==> src/rtl/core_trace_fifo.sv <==
// Trace observer for the 4-bit core: snapshots {regA,regB,regO} on every regO change
// into a first-word-fall-through FIFO drained over valid/ready, counting lost snapshots.
module core_trace_fifo #(
  parameter int unsigned DATA_W = 4,
  parameter int unsigned DEPTH  = 8,
  parameter int unsigned CNT_W  = 8
) (
  input  logic                    clk,
  input  logic                    reset,
  input  logic [DATA_W-1:0]       regA_i,
  input  logic [DATA_W-1:0]       regB_i,
  input  logic [DATA_W-1:0]       regO_i,
  input  logic                    capture_en,
  input  logic                    clear_ovf,
  output logic [3*DATA_W-1:0]     trace_data,
  output logic                    trace_valid,
  input  logic                    trace_ready,
  output logic [$clog2(DEPTH):0]  count,
  output logic                    overflow,
  output logic [CNT_W-1:0]        drop_cnt
);

  localparam int unsigned PTR_W   = $clog2(DEPTH);
  localparam int unsigned OCC_W   = PTR_W + 1;
  localparam int unsigned ENTRY_W = 3 * DATA_W;

  typedef enum logic [1:0] {
    IDLE  = 2'd0,
    PRIME = 2'd1,
    RUN   = 2'd2
  } state_t;

  state_t               state, state_next;
  logic [DATA_W-1:0]    prev_o;
  logic [PTR_W-1:0]     wr_ptr, rd_ptr;
  logic [ENTRY_W-1:0]   mem [DEPTH];

  logic                 event_c;
  logic                 pop_c;
  logic                 push_c;
  logic                 drop_c;
  logic                 full_c;
  logic [ENTRY_W-1:0]   snap_c;
  logic [OCC_W-1:0]     count_next;
  logic [ENTRY_W-1:0]   data_next;

  // Tracing FSM: PRIME emits one baseline snapshot, RUN emits on regO change.
  always_ff @(posedge clk) begin
    if (reset) state <= IDLE;
    else       state <= state_next;
  end

  always_comb begin
    state_next = state;
    event_c    = 1'b0;
    unique case (state)
      IDLE: begin
        if (capture_en) state_next = PRIME;
      end
      PRIME: begin
        if (capture_en) begin
          event_c    = 1'b1;
          state_next = RUN;
        end else begin
          state_next = IDLE;
        end
      end
      RUN: begin
        if (capture_en) event_c = (regO_i != prev_o);
        else            state_next = IDLE;
      end
      default: state_next = IDLE;
    endcase
  end

  assign snap_c = {regA_i, regB_i, regO_i};
  assign full_c = (count == OCC_W'(DEPTH));
  assign pop_c  = trace_valid && trace_ready;
  assign push_c = event_c && (!full_c || pop_c);
  assign drop_c = event_c && !push_c;

  // Occupancy and the registered head word seen by the consumer.
  always_comb begin
    count_next = count;
    if (push_c && !pop_c)      count_next = count + OCC_W'(1);
    else if (pop_c && !push_c) count_next = count - OCC_W'(1);

    data_next = trace_data;
    if (push_c && (count == '0 || (count == OCC_W'(1) && pop_c)))
      data_next = snap_c;
    else if (pop_c && count > OCC_W'(1))
      data_next = mem[rd_ptr + PTR_W'(1)];
  end

  always_ff @(posedge clk) begin
    if (reset) begin
      prev_o      <= '0;
      wr_ptr      <= '0;
      rd_ptr      <= '0;
      count       <= '0;
      trace_valid <= 1'b0;
      trace_data  <= '0;
    end else begin
      // A dropped snapshot still advances the change reference, so it is never retried.
      if (event_c) prev_o <= regO_i;
      if (push_c)  wr_ptr <= wr_ptr + PTR_W'(1);
      if (pop_c)   rd_ptr <= rd_ptr + PTR_W'(1);
      count       <= count_next;
      trace_valid <= (count_next != '0);
      trace_data  <= data_next;
    end
  end

  always_ff @(posedge clk) begin
    if (push_c) mem[wr_ptr] <= snap_c;
  end

  // Loss accounting: a same-cycle drop overrides clear_ovf.
  always_ff @(posedge clk) begin
    if (reset) begin
      overflow <= 1'b0;
      drop_cnt <= '0;
    end else if (drop_c) begin
      overflow <= 1'b1;
      if (clear_ovf)                      drop_cnt <= CNT_W'(1);
      else if (drop_cnt != {CNT_W{1'b1}}) drop_cnt <= drop_cnt + CNT_W'(1);
    end else if (clear_ovf) begin
      overflow <= 1'b0;
      drop_cnt <= '0;
    end
  end

endmodule
==> config.mk <==
export PLATFORM = sky130hd
export DESIGN_NAME = core_trace_fifo
export DESIGN_NICKNAME = d
export VERILOG_FILES = /design/src/rtl/core_trace_fifo.sv
export SDC_FILE = /design/constraint.sdc
export NUM_CORES = 1
export LEC_CHECK = 0
export BUFFER_PORTS_ARGS = -buffer_cell sky130_fd_sc_hd__buf_4
export CORE_MARGIN = 1
export CORE_UTILIZATION = 30
export DETAILED_ROUTE_END_ITERATION = 16
export PLACE_DENSITY = 0.46
export SETUP_SLACK_MARGIN = 0.3
export SYNTH_ARGS = -nofsm -noshare
export SYNTH_HDL_FRONTEND = slang
export SYNTH_SLANG_ARGS = --single-unit
==> constraint.sdc <==
create_clock -name clk -period 6.9 [get_ports clk]
set_clock_uncertainty 0.05 [all_clocks]
set_input_delay 0.345 -clock clk [delete_from_list [all_inputs] [get_ports clk]]
set_output_delay 0.345 -clock clk [all_outputs]
set_load 0.05 [all_outputs]
==> impl_metrics.yaml, run 1 <==
outcome:
  outcome: "finished clean"
pwr:
  vdd_drop_max_uv: 177
  power_leakage_nw: 2.27
  p_per_area_mw_per_mm2: 337
routing:
  drt_iter0_markers: 170
  drt_wl_total_um: 12300
  detail-route-antenna-nets: 0
  drc: 0
  drtPass1Iterations: 4
  wire_per_inst_um: 18.4
  vias: 3246
  via_per_inst: 4.87
synth:
  synth_seq_cells: 134
  ys_types: 43
  async_flop_share_pct: 0
  syn_area_sq_mm: 0.00553
  synth_warnings: 0
  yosysSeqAreaShare_pct: 65.9
  yosysTopAreaCell: "edfxtp_1"
  yosysMostFrequentCell: "edfxtp_1"
  synthFlopType: "edfxtp_1"
  syn_avg_cell_area_sq_um: 14.9
  synth_area_leaders: "edfxtp_1 52%, dfxtp_1 14%, mux4_2 9.8%"
  synth_edf_count: 96
  synth_common_cells: "96 x edfxtp_1, 57 x nor2_1, 38 x dfxtp_1"
  syn_inst: 370
  syn-num-nets: 396
  synth_top_area_share_pct: 52.2
clocking:
  cts_tree: "done"
  clockBufferDepth: 2
  clk_pin_slew_ns: 0.06
  insertion_delay_ns: 0.42
  cts_resized: 0
  ctsHoldBuffers: 0
  cts_root_buffer: "clkbuf_16"
  htree_levels: 4
  cts_sinks: 134
  post-cts-setup-buffers: 0
  cts_made_buffers: 17
critical_path:
  worstPathRequired_ns: 6.88
  crit_path_end: "mem[5][1]$_DFFE_PP_"
  startpoint: "state[0]$_SDFFE_PP0P_"
  crit_path_end_kind: "flip-flop"
  worst_r2r_path_depth: 8
  worst_setup_path_start_kind: "flip-flop"
  reg2reg_slack_ns: 3.67
  critPathArrivalTime_ns: 3.21
  crit_type: "flip-flop to flip-flop"
  r2r_end: "mem[5][1]$_DFFE_PP_"
  r2r-start: "state[0]$_SDFFE_PP0P_"
  worst-path-max-fanout: 12
global_route:
  grt_pass1_vias: 3333
  grt_start_max_net_pins: 33
  use_met3_pct: 4.82
  use_met1_pct: 19.2
  antenna_found_initial: 0
  grt_pass1_wl_um: 19400
  grt-ovfl-total: 0
  use_met2_pct: 21.8
  track_usage_pct: 14.5
  top_usage_layer: "met2"
finish:
  finalNetCount: 451
  drive_gt1_share_pct: 27.6
  finalNonFillerCells: 667
  diodes: 0
  final_cell_area_sq_mm: 0.00675
  area_growth_pct: 22.2
floorplanning:
  initial_utilization_pct: 30.7
  io_pins: 43
  core_sq_mm: 0.0180
  rows: 49
  die_w_um: 138
  die-area_sq_mm: 0.0190
  fp.dieH_um: 138
place:
  port_buffers: 42
  placed_cell_area_sq_mm: 0.00617
  gp_congestion: 0.742
  dp_hpwl_um: 7740
  pre_cts_slack_ns: 3.58
  post-place-cells: 635
sta:
  rsz0062_at_grt: "false"
  fin_crit_ns: 3.23
  setup_tns_ns: 0
  setup_viol_count_final: 0
  fin_crit_sh_pct: 46.8
  finalHoldViolations: 0
  fmax_ghz: 0.309
  hold_slack_ns: 0.125
  setup_ws_ns: 3.67
  final_max_slew_viol_count: 0
  relSlewSlack_pct: 14.5
  tightestPinTransition_ns: 1.28
job:
  maxCapViolations: 0
worst_hold_path:
  min_path_type: "input pin to flip-flop"
[metrics by stage]
step	utilization, %	power, mW
after floorplan	-	1.28
after global placement	34.2	1.42
after CTS	37.5	2.31
after detailed placement	34.2	1.42
after global routing	37.5	2.39
final	37.5	2.28
[routing by layer]
metal,wire [um],share of wire (%)
met1,5790,47
met2,5820,47
met3,614,5.0
met4,74,0.60
met5,0,0
[state kept, by name, indices dropped and copies added, names as in the netlist]
name,cells
count,4
drop_cnt,8
mem,96
overflow,1
prev_o,4
rd_ptr,3
state,2
trace_data,12
trace_valid,1
wr_ptr,3
[cell type report]
| cell class | instances | area, sq um |
|---|---|---|
| clock buffers | 17 | 425 |
| fillers | 1700 | 11300 |
| well taps | 229 | 287 |
| repair buffers | 52 | 390 |
| multi-input cells | 211 | 1820 |
| flip-flops and latches | 134 | 3640 |
| clock inverters | 15 | 155 |
| inverters | 9 | 33.8 |
[kinds of logic (layout without fill, tap and decap cells)]
group           Yosys count  count (layout)  share of synthesized area [%]
simple gates            104             104                           8.72
xor+xnor                 18              18                           2.85
buf+inv                  25              93                           1.86
flops                   134             134                           65.9
mux                      43              43                           13.2
fa+ha+maj                 9               9                           2.04
compound gates           37              37                           5.34
[worst min path at each step]
| stage | startpoint | endpoint | cells past startpoint |
|---|---|---|---|
| 2_1_floorplan | reset | trace_valid$_SDFF_PP0_ | 1 |
| 3_3_place_gp | rd_ptr[1]$_SDFFE_PP0P_ | rd_ptr[1]$_SDFFE_PP0P_ | 2 |
| 3_5_place_dp | rd_ptr[1]$_SDFFE_PP0P_ | rd_ptr[1]$_SDFFE_PP0P_ | 2 |
| 4_1_cts | regB_i[1] | mem[0][5]$_DFFE_PP_ | 1 |
| 5_1_grt | regB_i[1] | mem[4][5]$_DFFE_PP_ | 1 |
| 6_report | regB_i[1] | mem[3][5]$_DFFE_PP_ | 1 |
[layout by cell type (no fill, tap or decap), types with 5 or more instances in the layout]
cell,count
nor2_1,57
inv_1,9
mux4_2,24
nand2_1,12
buf_4,52
ha_1,9
xor2_1,7
nand3_1,5
mux2i_1,18
a21oi_1,10
edfxtp_1,96
dfxtp_1,37
clkbuf_16,17
a221oi_1,13
xnor2_1,10
[critical path, cell delays in order (launching register included)]
cell	delay [ns]
dfxtp_1	0.31
inv_1	0.10
ha_1	0.26
inv_1	0.06
a41o_1	0.28
a21o_1	0.37
nor2_1	0.26
nand2_1	0.16
nor2_1	1.00
[power breakdown]
part / total, mW / internal (mW) / switching (mW)
combinational: 0.474 / 0.192 / 0.282
sequential: 0.921 / 0.892 / 0.0293
clock: 0.883 / 0.533 / 0.350
total: 2.28 / 1.62 / 0.661
Note: power is estimated with default switching activity, not from simulation.
==> inputs of run 2 (changes only) <==
==> constraint.sdc (replaced) <==
create_clock -name clk -period 3.3 [get_ports clk]
set_clock_uncertainty 0.05 [all_clocks]
set_input_delay 0.165 -clock clk [delete_from_list [all_inputs] [get_ports clk]]
set_output_delay 0.165 -clock clk [all_outputs]
set_load 0.05 [all_outputs]
==> run 2 against run 1 <==
Maximum frequency up 30%. Wire length down 0.56%. Global-route usage fell by 0.056 points. Sequential cell count unchanged. Non-clock buffer count increased by 21. Core utilization rose by 1.0 points. Sequential share of layout area is 1.4 points lower. Cell area up 2.8%. Combinational power is 110% higher. Die area did not move. Cell count grew 3.1%. First-iteration DRC count shrank 8.2%. Critical endpoint is now mem[3][8]$_DFFE_PP_. Highest routed layer unchanged.
==> impl_metrics.yaml, run 2 (synthesis gave the netlist of run 1 again) <==
global_route:
  grt_start_max_net_pins: 33
  grt_pass1_wl_um: 19700
  track_usage_pct: 14.4
  grt-ovfl-total: 0
  antenna_found_initial: 0
  grt_pass1_vias: 3530
routing:
  drt_wl_total_um: 12200
  via_per_inst: 4.85
  wire_per_inst_um: 17.8
  drtPass1Iterations: 4
  detail-route-antenna-nets: 0
  drc: 0
  drt_iter0_markers: 156
  vias: 3334
floorplanning:
  die_w_um: 138
  initial_utilization_pct: 30.7
  core_sq_mm: 0.0180
  io_pins: 43
  die-area_sq_mm: 0.0190
  rows: 49
  fp.dieH_um: 138
critical_path:
  crit_buf_inv: 3
  crit_path_end_kind: "flip-flop"
  worst_r2r_path_depth: 8
  crit_type: "flip-flop to flip-flop"
  worst_setup_path_start_kind: "flip-flop"
  critPathArrivalTime_ns: 2.54
  crit_slowest_cell: "nor3_2"
  crit_path_frequent_cell: "inv_1"
  crit_chain: "inv_1 > ha_1 > inv_1 > a41o_1 > a21o_1 > nand2b_1 > nor3_2 > buf_4"
  reg2reg_slack_ns: 0.82
  critPathTopFamily: "simple AND/OR/NAND/NOR gates"
  r2r_end: "mem[3][8]$_DFFE_PP_"
  r2r-start: "state[0]$_SDFFE_PP0P_"
  worstPathRequired_ns: 3.36
  worst-path-max-fanout: 9
  crit_path_max_incr_delay_ns: 0.36
finish:
  top_register: "mem"
  largest_reg_flops: 96
  final_common_cell: "edfxtp_1"
  final_cell_area_sq_mm: 0.00694
  final_util_pct: 38.5
  fill_cells: 1715
  diodes: 0
  drive_gt1_share_pct: 27.7
  final_cell_mix: "96 x edfxtp_1, 61 x buf_4, 57 x nor2_1"
  finalNetCount: 472
  top_regs: "mem (96), trace_data (12), drop_cnt (8)"
  area_growth_pct: 25.6
clocking:
  cts_tree: "done"
  cts_sinks: 134
  clockBufferDepth: 2
  cts_resized: 0
  insertion_delay_ns: 0.41
  clk_pin_slew_ns: 0.06
  htree_levels: 4
  cts_root_buffer: "clkbuf_16"
  post-cts-setup-buffers: 0
  cts_made_buffers: 17
pwr:
  vdd_drop_max_uv: 359
  p_per_area_mw_per_mm2: 688
  power_leakage_nw: 2.37
place:
  placed_cell_area_sq_mm: 0.00623
  gp_congestion: 0.741
  port_buffers: 42
  dp_hpwl_um: 7790
sta:
  finalHoldViolations: 0
  fmax_ghz: 0.403
  tightestPinTransition_ns: 0.601
  relSlewSlack_pct: 59.6
  fin_crit_ns: 2.48
  setup_viol_count_final: 0
  setup_tns_ns: 0
  rsz0062_at_grt: "false"
  final_max_slew_viol_count: 0
  fin_crit_sh_pct: 75.2
worst_hold_path:
  min_path_type: "input pin to flip-flop"
  hold_path_depth: 3
  worstHoldStart: "clear_ovf"
  hold_end: "drop_cnt[0]$_SDFFE_PP0P_"
outcome:
  outcome: "finished clean"
job:
  maxCapViolations: 0
## run 2: cell count changes in the layout (fill, tap and decap cells not counted), sizes merged
cell,previous run,this run
buf,52,61
clkbuf,17,21
clkinv,6,5
clkinvlp,4,3
dlygate4sd3,0,12
inv,12,10
## run 2: how the worst max path moves through the flow
| stage | cells past startpoint | end | slack, ns | start |
|---|---|---|---|---|
| global placement | 8 | mem[3][5]$_DFFE_PP_ | 0.91 | state[0]$_SDFFE_PP0P_ |
| floorplan | 9 | mem[4][0]$_DFFE_PP_ | 0.37 | state[0]$_SDFFE_PP0P_ |
| CTS | 8 | mem[3][8]$_DFFE_PP_ | 0.80 | state[0]$_SDFFE_PP0P_ |
| global route | 8 | mem[3][1]$_DFFE_PP_ | 0.63 | state[0]$_SDFFE_PP0P_ |
| finish | 8 | mem[3][8]$_DFFE_PP_ | 0.82 | state[0]$_SDFFE_PP0P_ |
| detailed placement | 8 | mem[3][5]$_DFFE_PP_ | 0.82 | state[0]$_SDFFE_PP0P_ |
## run 2: area by class of cell
type / instances / area [sq um] / share of cell area [%]
Timing Repair Buffer: 73 / 578 / 8.33
Clock inverter: 11 / 126 / 1.82
Multi-Input combinational cell: 211 / 1810 / 26.1
Inverter: 9 / 33.8 / 0.487
Tap cell: 229 / 287 / 4.13
Clock buffer: 21 / 460 / 6.63
Sequential cell: 134 / 3640 / 52.5
## run 2: layer usage
metal / vias up / global-route usage [%] / wire length (um)
met5: - / 0 / 0
met4: 0 / 4.17 / 79
met3: 6 / 3.86 / 410
met2: 62 / 22.6 / 5650
met1: 1694 / 19.5 / 6090
li1: 1572 / - / -
## run 2: power by group
part           internal [mW]  switching [mW]
Sequential              1.86          0.0593
Clock                   1.15           0.698
Combinational          0.412           0.588
Total                   3.43            1.35
## run 2: what timing repair did
| item | CTS | global route |
|---|---|---|
| endpoints found under the setup margin | 0 | 0 |
| hold endpoints to repair | 96 | 0 |
| hold buffers | 12 | 0 |
## run 2: stage by stage
step | power (mW) | instances | hold WS, ns | setup slack [ns]
after CTS | 4.83 | 688 | 0.00584 | 0.799
after global routing | 5.00 | 688 | 0.0319 | 0.627
after floorplan | 2.67 | 370 | 0.187 | 0.372
final | 4.77 | 688 | 0.0242 | 0.819
after detailed placement | 2.96 | 644 | 0.370 | 0.819
after global placement | 2.95 | 644 | 0.366 | 0.907
## run 2: worst reg2reg max path, delay by kind of cell (launching register included)
family / cells / cell delay, ns
compound gates: 2 / 0.51
fa+ha+maj: 1 / 0.27
buf+inv: 3 / 0.44
flops: 1 / 0.31
simple gates: 2 / 0.60
